`config.mk`:
```
export PLATFORM = sky130hd
export DESIGN_NAME = regfile_wport_arbiter
export DESIGN_NICKNAME = d
export VERILOG_FILES = /design/src/rtl/mips_pkg.sv /design/src/rtl/wbarb_fifo.sv /design/src/rtl/regfile_wport_arbiter.sv
export SDC_FILE = /design/constraint.sdc
export NUM_CORES = 1
export LEC_CHECK = 0
export CORE_MARGIN = 2
export CORE_UTILIZATION = 52
export CTS_CLUSTER_SIZE = 28
export DETAILED_ROUTE_END_ITERATION = 16
export MAX_ROUTING_LAYER = met4
export PLACE_DENSITY = 0.8
export SLEW_MARGIN = 20
export SYNTH_ARGS = -nofsm -noshare
export SYNTH_HDL_FRONTEND = slang
export SYNTH_HIERARCHICAL = 1
export SYNTH_SLANG_ARGS = --single-unit
```
`constraint.sdc`:
```
create_clock -name clk -period 3.4 [get_ports clk]
set_clock_uncertainty 0.1 [all_clocks]
set_input_delay 0.51 -clock clk [delete_from_list [all_inputs] [get_ports clk]]
set_output_delay 0.51 -clock clk [all_outputs]
set_load 0.01 [all_outputs]
```
`src/rtl/mips_pkg.sv`:
```
// Shared types and constants for the register-file write-port arbiter.
// Holds the FSM state encoding, the register-index/data widths and the buffered-entry layout.
package mips_pkg;

  localparam int REG_W  = 5;
  localparam int DATA_W = 32;

  localparam logic [REG_W-1:0] REG_ZERO = 5'd0;

  typedef enum logic [1:0] {
    IDLE  = 2'd0,
    PEND  = 2'd1,
    FORCE = 2'd2
  } arb_state_e;

  typedef struct packed {
    logic [REG_W-1:0]  rd;
    logic [DATA_W-1:0] data;
  } wb_entry_t;

endpackage

```
`src/rtl/wbarb_fifo.sv`:
```
// Small FIFO of {rd, data} results waiting for a free register-file write slot.
// DEPTH must be a power of two so that the read/write pointers wrap naturally.
module wbarb_fifo
  import mips_pkg::*;
#(
  parameter int DEPTH = 2
) (
  input  logic                         clk,
  input  logic                         reset,
  input  logic                         push,
  input  wb_entry_t                    push_entry,
  input  logic                         pop,
  output wb_entry_t                    head,
  output logic                         full,
  output logic                         empty,
  output logic [$clog2(DEPTH):0]       count
);

  localparam int PTR_W = $clog2(DEPTH);
  localparam int CNT_W = PTR_W + 1;

  wb_entry_t          mem_q [DEPTH];
  logic [PTR_W-1:0]   wr_ptr_q, wr_ptr_d;
  logic [PTR_W-1:0]   rd_ptr_q, rd_ptr_d;
  logic [CNT_W-1:0]   count_q, count_d;
  logic               do_push;
  logic               do_pop;

  assign full    = (count_q == CNT_W'(DEPTH));
  assign empty   = (count_q == '0);
  assign count   = count_q;
  assign head    = mem_q[rd_ptr_q];
  assign do_push = push && !full;
  assign do_pop  = pop && !empty;

  always_comb begin
    wr_ptr_d = wr_ptr_q;
    rd_ptr_d = rd_ptr_q;
    count_d  = count_q + CNT_W'(do_push) - CNT_W'(do_pop);
    if (do_push) wr_ptr_d = wr_ptr_q + PTR_W'(1);
    if (do_pop)  rd_ptr_d = rd_ptr_q + PTR_W'(1);
  end

  always_ff @(posedge clk or posedge reset) begin
    if (reset) begin
      wr_ptr_q <= '0;
      rd_ptr_q <= '0;
      count_q  <= '0;
    end else begin
      wr_ptr_q <= wr_ptr_d;
      rd_ptr_q <= rd_ptr_d;
      count_q  <= count_d;
    end
  end

  // Storage needs no reset: an entry is only visible once count covers it.
  always_ff @(posedge clk) begin
    if (do_push) mem_q[wr_ptr_q] <= push_entry;
  end

endmodule

```
`src/rtl/regfile_wport_arbiter.sv`:
```
// Arbitrates the single register-file write port between pipeline writeback and buffered
// multiply/divide results, with starvation-forced stalls and a pending-destination scoreboard.
module regfile_wport_arbiter
  import mips_pkg::*;
#(
  parameter int DEPTH        = 2,
  parameter int STARVE_LIMIT = 4
) (
  input  logic              clk,
  input  logic              reset,
  input  logic              wb_we,
  input  logic [REG_W-1:0]  wb_rd,
  input  logic [DATA_W-1:0] wb_data,
  output logic              wb_stall,
  input  logic              md_valid,
  input  logic [REG_W-1:0]  md_rd,
  input  logic [DATA_W-1:0] md_data,
  output logic              md_ready,
  input  logic              md_issue,
  input  logic [REG_W-1:0]  md_issue_rd,
  input  logic [REG_W-1:0]  dec_rs,
  input  logic [REG_W-1:0]  dec_rt,
  output logic              dec_hazard,
  output logic              rf_we,
  output logic [REG_W-1:0]  rf_addr,
  output logic [DATA_W-1:0] rf_data,
  output arb_state_e        dbg_state
);

  // Handshake: an MD result transfers on a cycle where md_valid && md_ready; md_ready is
  // purely combinational from the buffer occupancy and does not look at md_valid.

  localparam int SC_W  = $clog2(STARVE_LIMIT + 1);
  localparam int CNT_W = $clog2(DEPTH) + 1;

  arb_state_e         state_q, state_d;
  logic [SC_W-1:0]    starve_q, starve_d;
  logic [31:0]        pend_q, pend_d;
  logic               rf_we_q;
  logic [REG_W-1:0]   rf_addr_q;
  logic [DATA_W-1:0]  rf_data_q;

  wb_entry_t          fifo_head;
  wb_entry_t          fifo_in;
  logic               fifo_push;
  logic               fifo_pop;
  logic               fifo_full;
  logic               fifo_empty;
  logic [CNT_W-1:0]   fifo_count;
  logic               last_entry;

  logic               grant;
  logic               md_grant;
  logic [REG_W-1:0]   grant_rd;
  logic [DATA_W-1:0]  grant_data;
  logic [31:0]        set_mask;
  logic [31:0]        clr_mask;

  assign md_ready     = !fifo_full;
  assign fifo_push    = md_valid && md_ready;
  assign fifo_in.rd   = md_rd;
  assign fifo_in.data = md_data;
  assign last_entry   = (fifo_count == CNT_W'(1));

  wbarb_fifo #(
    .DEPTH (DEPTH)
  ) u_fifo (
    .clk        (clk),
    .reset      (reset),
    .push       (fifo_push),
    .push_entry (fifo_in),
    .pop        (fifo_pop),
    .head       (fifo_head),
    .full       (fifo_full),
    .empty      (fifo_empty),
    .count      (fifo_count)
  );

  always_ff @(posedge clk or posedge reset) begin
    if (reset) begin
      state_q  <= IDLE;
      starve_q <= '0;
    end else begin
      state_q  <= state_d;
      starve_q <= starve_d;
    end
  end

  always_comb begin
    state_d  = state_q;
    starve_d = starve_q;
    fifo_pop = 1'b0;
    grant    = 1'b0;
    case (state_q)
      IDLE: begin
        grant = wb_we;
        if (fifo_push) state_d = PEND;
      end
      PEND: begin
        if (wb_we) begin
          grant = 1'b1;
          if (starve_q == SC_W'(STARVE_LIMIT - 1)) begin
            state_d  = FORCE;
            starve_d = '0;
          end else begin
            starve_d = starve_q + SC_W'(1);
          end
        end else begin
          fifo_pop = 1'b1;
          starve_d = '0;
          if (last_entry && !fifo_push) state_d = IDLE;
        end
      end
      FORCE: begin
        fifo_pop = 1'b1;
        starve_d = '0;
        state_d  = (last_entry && !fifo_push) ? IDLE : PEND;
      end
      default: state_d = IDLE;
    endcase
  end

  // The buffered head takes the slot whenever a pop happens; otherwise the pipeline owns it.
  always_comb begin
    md_grant   = fifo_pop && !fifo_empty;
    grant_rd   = wb_rd;
    grant_data = wb_data;
    if (md_grant) begin
      grant_rd   = fifo_head.rd;
      grant_data = fifo_head.data;
    end
  end

  always_comb begin
    set_mask = '0;
    clr_mask = '0;
    if (md_issue && (md_issue_rd != REG_ZERO)) set_mask = 32'd1 << md_issue_rd;
    if (md_grant) clr_mask = 32'd1 << fifo_head.rd;
    pend_d = (pend_q & ~clr_mask) | set_mask;
  end

  always_ff @(posedge clk or posedge reset) begin
    if (reset) begin
      pend_q    <= '0;
      rf_we_q   <= 1'b0;
      rf_addr_q <= '0;
      rf_data_q <= '0;
    end else begin
      pend_q  <= pend_d;
      rf_we_q <= (grant || md_grant) && (grant_rd != REG_ZERO);
      if (grant || md_grant) begin
        rf_addr_q <= grant_rd;
        rf_data_q <= grant_data;
      end
    end
  end

  assign wb_stall   = (state_q == FORCE);
  assign dec_hazard = pend_q[dec_rs] | pend_q[dec_rt];
  assign rf_we      = rf_we_q;
  assign rf_addr    = rf_addr_q;
  assign rf_data    = rf_data_q;
  assign dbg_state  = state_q;

endmodule

```
== Word-level counts from Yosys, hierarchy flattened ==
Memory sizes are Yosys's and may differ from the RTL's.
Index checks and enable logic that the tools add are counted.

* Bitwise gates (word level): 4
* $mul: 0
* Shift operators: 2
* Mux-type cells: 23
* Reduce and logical (&&, ||, !) cells: 16
* Div/mod/pow operators: 0
* $lt $le $gt $ge: 2
* Equality and inequality tests: 8
* Add/subtract/negate cells: 5

{| class="wikitable"
|+ Operators with widths
! cell !! count
|-
| $mux W32 || 3
|-
| $shl A1 B5 Y32 const A || 2
|-
| $and A32 B32 Y32 || 1
|-
| $not A32 Y32 || 1
|-
| $or A32 B32 Y32 || 1
|-
| $lt A5 B6 Y1 const B || 2
|-
| $bmux W1 S5 || 2
|-
| $reduce_bool A5 Y1 || 2
|-
| $mux W2 || 4
|-
| $mux W1 || 7
|-
| $logic_and A1 B1 Y1 || 6
|-
| $mux W3 || 2
|-
| $ne A3 B3 Y1 const B || 2
|-
| $pmux W2 S3 || 1
|-
| $pmux W3 S2 || 1
|-
| $mux W5 || 1
|-
| $eq A2 B1 Y1 const B || 2
|-
| $eq A2 B2 Y1 const B || 2
|-
| $logic_not A2 Y1 || 2
|-
| $pmux W1 S2 || 2
|-
| $add A3 B1 Y3 const B || 1
|-
| $eq A3 B2 Y1 const B || 1
|-
| $logic_not A1 Y1 || 3
|-
| $reduce_and A3 Y1 || 1
|-
| other kinds (7) || 8
|}

* Logic and storage cells: 70
* Latch bits: 0
* Bits in read-only memories: 0
* Bits of input ports: 94
* Output and inout port bits: 43
* RAM bits: 74
* Memories: 1
* Register bits: 79

{| class="wikitable"
|+ Memories
! name !! depth !! bits a word !! read ports !! clocked after Yosys merged registers in !! write ports !! RTL line !! RTL
|-
| u_fifo.mem_q || 2 || 37 || 1 || 0 || 1 || wbarb_fifo.sv:22 || <nowiki>wb_entry_t mem_q [DEPTH];</nowiki>
|}

== Depth between registers and ports, before layout ==
Gate-level depths: netlist of the first run.

* Depth in word-level cells: 8
* Gate-level depth with buffers: 10
* Depth with buffers taken out: 10

== Cells and area by module ==
Netlist of the first run, hierarchy kept.

{| class="wikitable"
|+ By module, submodules not included
! module !! seq. area each (µm²) !! instances !! area each (µm²) !! cells an instance
|-
| regfile_wport_arbiter || 1,876.8 || 1 || 4,030.1 || 393
|-
| wbarb_fifo || 2,322.2 || 1 || 2,954.1 || 134
|}

== Least setup slack after synthesis of the first run ==
No wires, ideal clock.

* Kind: reg-to-reg
* From: register u_fifo.count_q[0] (netlist: u_fifo/count[0])
* To: memory u_fifo/mem_q[0][0] (netlist bit), enable pin
* Clock period less this slack: 2.949 ns
* Stages on the path, launching flop included: 7
* Buffers on the path: 0
* Slack: 0.451 ns
* Required time: 2.869 ns
* Data arrival time: 2.418 ns
* Cells stage by stage: dfrtp_1 > nand2b_1 > inv_1 > nand2b_1 > inv_1 > nand2_1 > nor2_1

* Longest elaborated chain between the ends: 6

{| class="wikitable"
|+ Ends and longest elaborated chain
! what !! RTL line !! RTL
|-
| start, declared || wbarb_fifo.sv:25 || <nowiki>logic [CNT_W-1:0] count_q, count_d;</nowiki>
|-
| start signal, assigned || wbarb_fifo.sv:52 || <nowiki>count_q <= count_d;</nowiki>
|-
| $eq A2 B2 Y1 || wbarb_fifo.sv:29 || <nowiki>assign full = (count_q == CNT_W'(DEPTH));</nowiki>
|-
| via fifo_full || regfile_wport_arbiter.sv:47 || <nowiki>logic fifo_full;</nowiki>
|-
| $logic_not A1 Y1 || regfile_wport_arbiter.sv:59 || <nowiki>assign md_ready = !fifo_full;</nowiki>
|-
| $logic_and A1 B1 Y1 || regfile_wport_arbiter.sv:60 || <nowiki>assign fifo_push = md_valid && md_ready;</nowiki>
|-
| via fifo_push || regfile_wport_arbiter.sv:45 || <nowiki>logic fifo_push;</nowiki>
|-
| $logic_and A1 B1 Y1 || wbarb_fifo.sv:33 || <nowiki>assign do_push = push && !full;</nowiki>
|-
| $mux W1 || wbarb_fifo.sv:58 || <nowiki>if (do_push) mem_q[wr_ptr_q] <= push_entry;</nowiki>
|-
| $mux W1 (implied by the code) || wbarb_fifo.sv:58 ||
|-
| end, declared || wbarb_fifo.sv:22 ||
|}

The timed path passes the listed nets, and every way through them passes these cells.

== Worst setup path in the final report of the first run ==
* From: input port dec_rt[2]
* To: output port dec_hazard

* Longest elaborated chain between the ends: 3

{| class="wikitable"
|+ Ends and longest elaborated chain
! what !! RTL line !! RTL
|-
| start, declared || regfile_wport_arbiter.sv:22 || <nowiki>input logic [REG_W-1:0] dec_rt,</nowiki>
|-
| $bmux W1 S5 || regfile_wport_arbiter.sv:159 || <nowiki>assign dec_hazard = pend_q[dec_rs] | pend_q[dec_rt];</nowiki>
|-
| $mux W1 (implied by the code) || regfile_wport_arbiter.sv:159 ||
|-
| $or A1 B1 Y1 || regfile_wport_arbiter.sv:159 ||
|-
| end, declared || regfile_wport_arbiter.sv:23 || <nowiki>output logic dec_hazard,</nowiki>
|}

Every way passes these cells. The select of a mux whose other input is x is not followed.

==> results of run 1 <==
[registers in the layout, summed over array words and instances, names as in the netlist]
name and count:
dbg_state 2, pend_q 32, rf_addr 5, rf_data 32, rf_we 1, starve_q 3, u_fifo/count 2, u_fifo/mem_q 74
u_fifo/rd_ptr_q 1, u_fifo/wr_ptr_q 1
[logic make-up (layout without fill, tap and decap cells)]
logic type      count (synthesis)  count (layout)  synth area share
buf+inv                        38             191            0.0281
simple gates                  109             109            0.0817
compound gates                120             120            0.0933
flops                         153             153             0.601
mux                            96              96             0.178
xor+xnor                        4               4           0.00502
fa+ha+maj                       7               7            0.0125
[per-stage QoR]
stage	setup WS, ns	cells	cell area (um^2)	power [mW]	hold slack [ns]
final	0.338	856	9130	7.77	0.231
after CTS	0.0316	856	9130	7.81	0.219
after global placement	0.0891	824	8540	5.78	0.368
after floorplan	0.451	527	6980	4.71	0.176
after detailed placement	0.0386	824	8540	5.89	0.380
after global routing	0.253	856	9130	8.16	0.243
[how the worst max path moves through the flow]
stage	start	endpoint	cells after the start
4_1_cts	dec_rt[2]	dec_hazard	7
5_1_grt	dec_rt[2]	dec_hazard	8
6_report	dec_rt[2]	dec_hazard	7
3_5_place_dp	dec_rt[2]	dec_hazard	7
2_1_floorplan	u_fifo/count[0]$_DFF_PP0_	u_fifo/mem_q[0][0]$_DFFE_PP_	6
3_3_place_gp	dec_rt[2]	dec_hazard	7
[cell usage after synthesis, types with 8 or more instances]
cell type and number:
clkbuf_1 10, mux2_4 20, dfrtp_1 79, o21ai_0 100
nor2_1 11, edfxtp_1 74, nand3b_1 14, buf_2 8
nand2_1 46, inv_1 12, mux2i_1 44, mux2_2 21
[metal layers]
layer	part of all wire	global-route usage
met1	0.39	0.287
met2	0.50	0.423
met3	0.071	0.0756
met4	0.036	0.118
met5	0	-
[cell type report]
class | count | area, um^2
clock buffer | 19 | 433
clock inverter | 13 | 151
fill | 923 | 4060
inverter | 12 | 45.0
multi-input combinational | 336 | 2610
sequential | 153 | 4200
tap | 176 | 220
timing repair buffer | 147 | 1470
[power breakdown]
group	switching (mW)	leakage (nW)	internal (mW)
combinational	1.35	1.68	1.44
clock	0.733	0.286	1.15
sequential	0.448	1.62	2.66
total	2.53	3.59	5.24
[worst register-to-register path, delay by kind of cell (launching register included)]
family / cells / cell delay, ns
flops: 1 / 0.41
mux: 1 / 0.29
compound gates: 2 / 0.84
buf+inv: 2 / 0.59
fa+ha+maj: 1 / 0.27
==> impl_metrics.tcl, run 1 <==
set metrics [dict create \
    regToRegSetupSlack_ns 0.78 \
    fin_util 0.692 \
    synth_edf_count 74 \
    grt_pass1_wl_um 26900 \
    place_congestion 1.02 \
    final_common_cell "clkdlybuf4s50_1" \
    synth_area_um2 6980 \
    ys_top_cells_by_area "edfxtp_1 32%, dfrtp_1 28%, o21ai_0 7.2%" \
    reg2reg_depth 6 \
    ys_warn_count 6 \
    grt_max_degree 57 \
    critPathLaunchType "input port" \
    post_route_cells_drive_above_1_share 0.143 \
    fp-row-count 42 \
    critPathTopFamily "buffers and inverters" \
    clock_latency_ns 0.43 \
    fmax_mhz 327 \
    wl_per_cell_um 19.8 \
    antenna_found_initial 0 \
    hold_path.class "input port to async pin" \
    post-synth-top-area-cell "edfxtp_1" \
    ctsHoldBuffers 0 \
    h-tree-depth 4 \
    grt.overflow.total 0 \
    area.growth.synth_to_final_pct 30.7 \
    r2r_end "rf_data[6]$_DFFE_PP0P_" \
    fin_tns_setup_ns 0 \
    period_needed_ns 3.06 \
    num_antenna_cells 0 \
    cap_violations 0 \
    portBuffers 136 \
    post_cts_buffers 0 \
    avgViaCountPerCell 5.75 \
    path_cells "clkdlybuf4s50_1 > buf_4 > mux4_1 > mux2_2 > nand3b_1 > nand4_1 > dlymetal6s2s_1" \
    synthArstFlopShare 0.516 \
    first_iter_violations 384 \
    power_density_nw_per_um2 851 \
    synth_cells 527 \
    yosysSeqAreaShare 0.601 \
    cpPeakStageDelay_ns 0.56 \
    arrival_ns 2.45 \
    synth_ff_type "dfrtp_1" \
    initial_core_util 0.530 \
    cts.root.buffer_cell "clkbuf_16" \
    cts_tree "done" \
    relSlewSlack 0.399 \
    vdd_drop_max_v 0.000506 \
    cts.sinks 153 \
    synth_nets 628 \
    die_y_um 120 \
    yosys.cell_types.count 47 \
    cts-resized-gates 0 \
    grtUsageTotal 0.255 \
    drcViolationCount 0 \
    core_um2 13200 \
    cp-end-kind "output pin" \
    layout.nets 768 \
    timing.setup.critical_path_class "input port to output pin" \
    io_pins 137 \
    slowest_stage "mux4_1" \
    ant_nets 0 \
    worst_setup_hold_path_clk_slew_ns 0.06 \
    drtPass1Iterations 5 \
    synth_top_area_frac 0.318 \
    tightestPinTransition_ns 0.899 \
    status "finished clean" \
    path_buf_inv 3 \
    wl_um 17000 \
    rsz0062_at_grt "false" \
    layout_common_cells "135 x clkdlybuf4s50_1, 99 x o21ai_0, 78 x dfrtp_1, 74 x edfxtp_1, 46 x nand2_1" \
    crit_fanout 9 \
    final-setup-viol-count 0 \
    clockBufferDepth 2 \
    dpl.hpwl_um 11900 \
    final_max_slew_viol_count 0 \
    ys_ff_latch 153 \
    worstReg2RegStart "dbg_state[0]$_DFFE_PP0P_" \
    die-area_um2 14400 \
    cp.required_ns 2.79 \
    power.leakage_nw 3.59 \
    numCtsBuffers 17 \
    syn_avg_cell_area_um2 13.3 \
    final-hold-violation-count 0 \
    fin_crit_sh 0.901 \
    grt_pass1_vias 5258 \
    fp.dieW_um 120 \
    vias 4925 \
]
Power figures use the tool's default switching activity.
==> run 2: changes to the inputs <==
PLACE_DENSITY = 0.81   (was 0.8)
SYNTH_HIERARCHICAL = not set   (was 1)
==> run 2 against run 1 <==
Register-to-register slack better by 0.02 ns. Worst setup slack improved by 0.068 ns. Clock-buffer cell count stayed put. Final area fell by 2.1%. Largest power group unchanged. Highest routed layer unchanged.
==> impl_metrics.tcl, run 2 <==
set metrics [dict create \
    fmax_mhz 334 \
    timing.setup.critical_path_class "input port to output pin" \
    rsz0062_at_grt "false" \
    synth_commonest_cells "130 x o21ai_0, 92 x nand2_1, 79 x dfrtp_1" \
    final-setup-viol-count 0 \
    vdd_drop_max_v 0.000435 \
    n_fill_cell 935 \
    die-area_um2 14100 \
    synth_nets 672 \
    post_cts_buffers 0 \
    h-tree-depth 4 \
    clock_latency_ns 0.42 \
    cap_violations 0 \
    cp-end-kind "output pin" \
    regMostFlops "u_fifo.mem_q" \
    dpl.hpwl_um 12600 \
    drcViolationCount 0 \
    cts.sinks 153 \
    area.growth.synth_to_final_pct 30.8 \
    final_max_slew_viol_count 0 \
    avgViaCountPerCell 5.69 \
    syn_avg_cell_area_um2 12.0 \
    layout.nets 815 \
    layout_common_cells "134 x clkdlybuf4s50_1, 130 x o21ai_0, 92 x nand2_1, 78 x dfrtp_1, 74 x edfxtp_1" \
    wl_per_cell_um 19.2 \
    crit_fanout 13 \
    first_iter_violations 412 \
    yosysSeqAreaShare 0.615 \
    placed_area_um2 8420 \
    status "finished clean" \
    fp.dieW_um 119 \
    numCtsBuffers 17 \
    num_antenna_cells 0 \
    post-synth-top-area-cell "edfxtp_1" \
    post_route_cells_drive_above_1_share 0.0839 \
    reg2reg_depth 8 \
    final_area_um2 8940 \
    power.leakage_nw 3.44 \
    placed_cells 867 \
    worst_setup_hold_path_clk_slew_ns 0.06 \
    cts.root.buffer_cell "clkbuf_16" \
    initial_core_util 0.537 \
    largest_reg_flops 74 \
    whs_ns 0.382 \
    yosys.cell_types.count 45 \
    cp.required_ns 2.79 \
    synth_top_area_frac 0.325 \
    hold_depth 2 \
    vias 5113 \
    critPathLaunchType "input port" \
    ys_warn_count 0 \
    grt_max_degree 48 \
    fin_crit_sh 0.880 \
    post-synth-top-count-cell "o21ai_0" \
    grt_pass1_vias 5380 \
    io_pins 137 \
    ys_ff_latch 153 \
    relSlewSlack 0.479 \
    fin_cells 899 \
    synthArstFlopShare 0.516 \
    power_density_nw_per_um2 821 \
    fp-row-count 41 \
    core_um2 12700 \
    tightestPinTransition_ns 0.781 \
    ant_nets 0 \
    arrival_ns 2.38 \
    wl_um 17300 \
    place_congestion 0.944 \
    antenna_found_initial 0 \
    die_y_um 119 \
    grt_pass1_wl_um 27300 \
    period_needed_ns 2.99 \
    grtUsageTotal 0.259 \
    cts_tree "done" \
    portBuffers 136 \
    synth_area_um2 6830 \
    synth_cells 571 \
    synth_edf_count 74 \
    setup_slack_ns 0.406 \
    grt.overflow.total 0 \
    dp_slack_ns -0.0376 \
    hold_path.class "flip-flop to flip-flop" \
    final_common_cell "clkdlybuf4s50_1" \
    synth_ff_type "dfrtp_1" \
    clockBufferDepth 2 \
    ys_top_cells_by_area "edfxtp_1 33%, dfrtp_1 29%, o21ai_0 9.5%" \
    final-hold-violation-count 0 \
    drtPass1Iterations 4 \
]
## run 2: cell families (layout without fill, tap and decap cells)
| family | count (synthesis) | in the layout | share of synthesized area |
|---|---|---|---|
| AO/OA/AOI/OAI | 157 | 157 | 0.123 |
| AND/OR/NAND/NOR | 151 | 151 | 0.0993 |
| buffers and inverters | 36 | 192 | 0.0267 |
| multiplexers | 63 | 63 | 0.118 |
| XOR/XNOR | 4 | 4 | 0.00513 |
| adder cells (fa/ha/maj) | 7 | 7 | 0.0128 |
| flip-flops | 153 | 153 | 0.615 |
## run 2: metrics by stage
stage | power (mW) | utilization | setup TNS, ns
CTS | 7.37 | 0.702 | 0
floorplan | 4.52 | - | 0
detailed placement | 5.72 | 0.662 | -0.0376
finish | 7.34 | 0.702 | 0
global placement | 5.59 | 0.662 | -0.00935
global route | 7.74 | 0.702 | 0
## run 2: critical path: stages
cell,delay (ns)
clkdlybuf4s50_1,0.52
buf_12,0.16
mux4_1,0.55
nor2b_1,0.13
nor3_1,0.06
a21oi_1,0.16
nand4_1,0.11
dlymetal6s2s_1,0.19
## run 2: area by class of cell
| type | count | area, um^2 | area share |
|---|---|---|---|
| Clock buffer | 19 | 433 | 0.0484 |
| Clock inverter | 13 | 81.3 | 0.00910 |
| Inverter | 10 | 38.8 | 0.00434 |
| Multi-Input combinational cell | 382 | 2480 | 0.277 |
| Sequential cell | 153 | 4200 | 0.470 |
| Tap cell | 172 | 215 | 0.0241 |
| Timing Repair Buffer | 150 | 1490 | 0.167 |
## run 2: path summary, 6_finish.rpt
| path | startpoint | end | slack, ns |
|---|---|---|---|
| worst max-delay path | dec_rt[2] | dec_hazard | 0.41 |
| worst min-delay path | rf_data[15]$_DFFE_PP0P_ | rf_data[15]$_DFFE_PP0P_ | 0.38 |
| worst max register to register | dbg_state[1]$_DFFE_PP0P_ | rf_we$_DFF_PP0_ | 0.80 |
| worst min register to register | rf_data[15]$_DFFE_PP0P_ | rf_data[15]$_DFFE_PP0P_ | 0.38 |
| max in group asynchronous | reset | u_fifo.rd_ptr_q$_DFFE_PP0N_ | 2.10 |
| min in group asynchronous | reset | pend_q[22]$_DFF_PP0_ | 0.43 |
## run 2: what timing repair did
item                       4_1_cts  5_1_grt
gates resized for setup          1        1
hold buffers                     0        0
setup endpoints to repair        1        1
## run 2: per-layer routing
metal	track usage	wire length (um)
met4	0.102	519
met5	-	0
met1	0.293	6660
met2	0.437	8940
met3	0.0709	1180
## run 2: power by group
group	leakage [nW]	switching (mW)	internal (mW)
clock	0.249	0.726	0.922
combinational	1.56	1.38	1.23
sequential	1.63	0.432	2.64
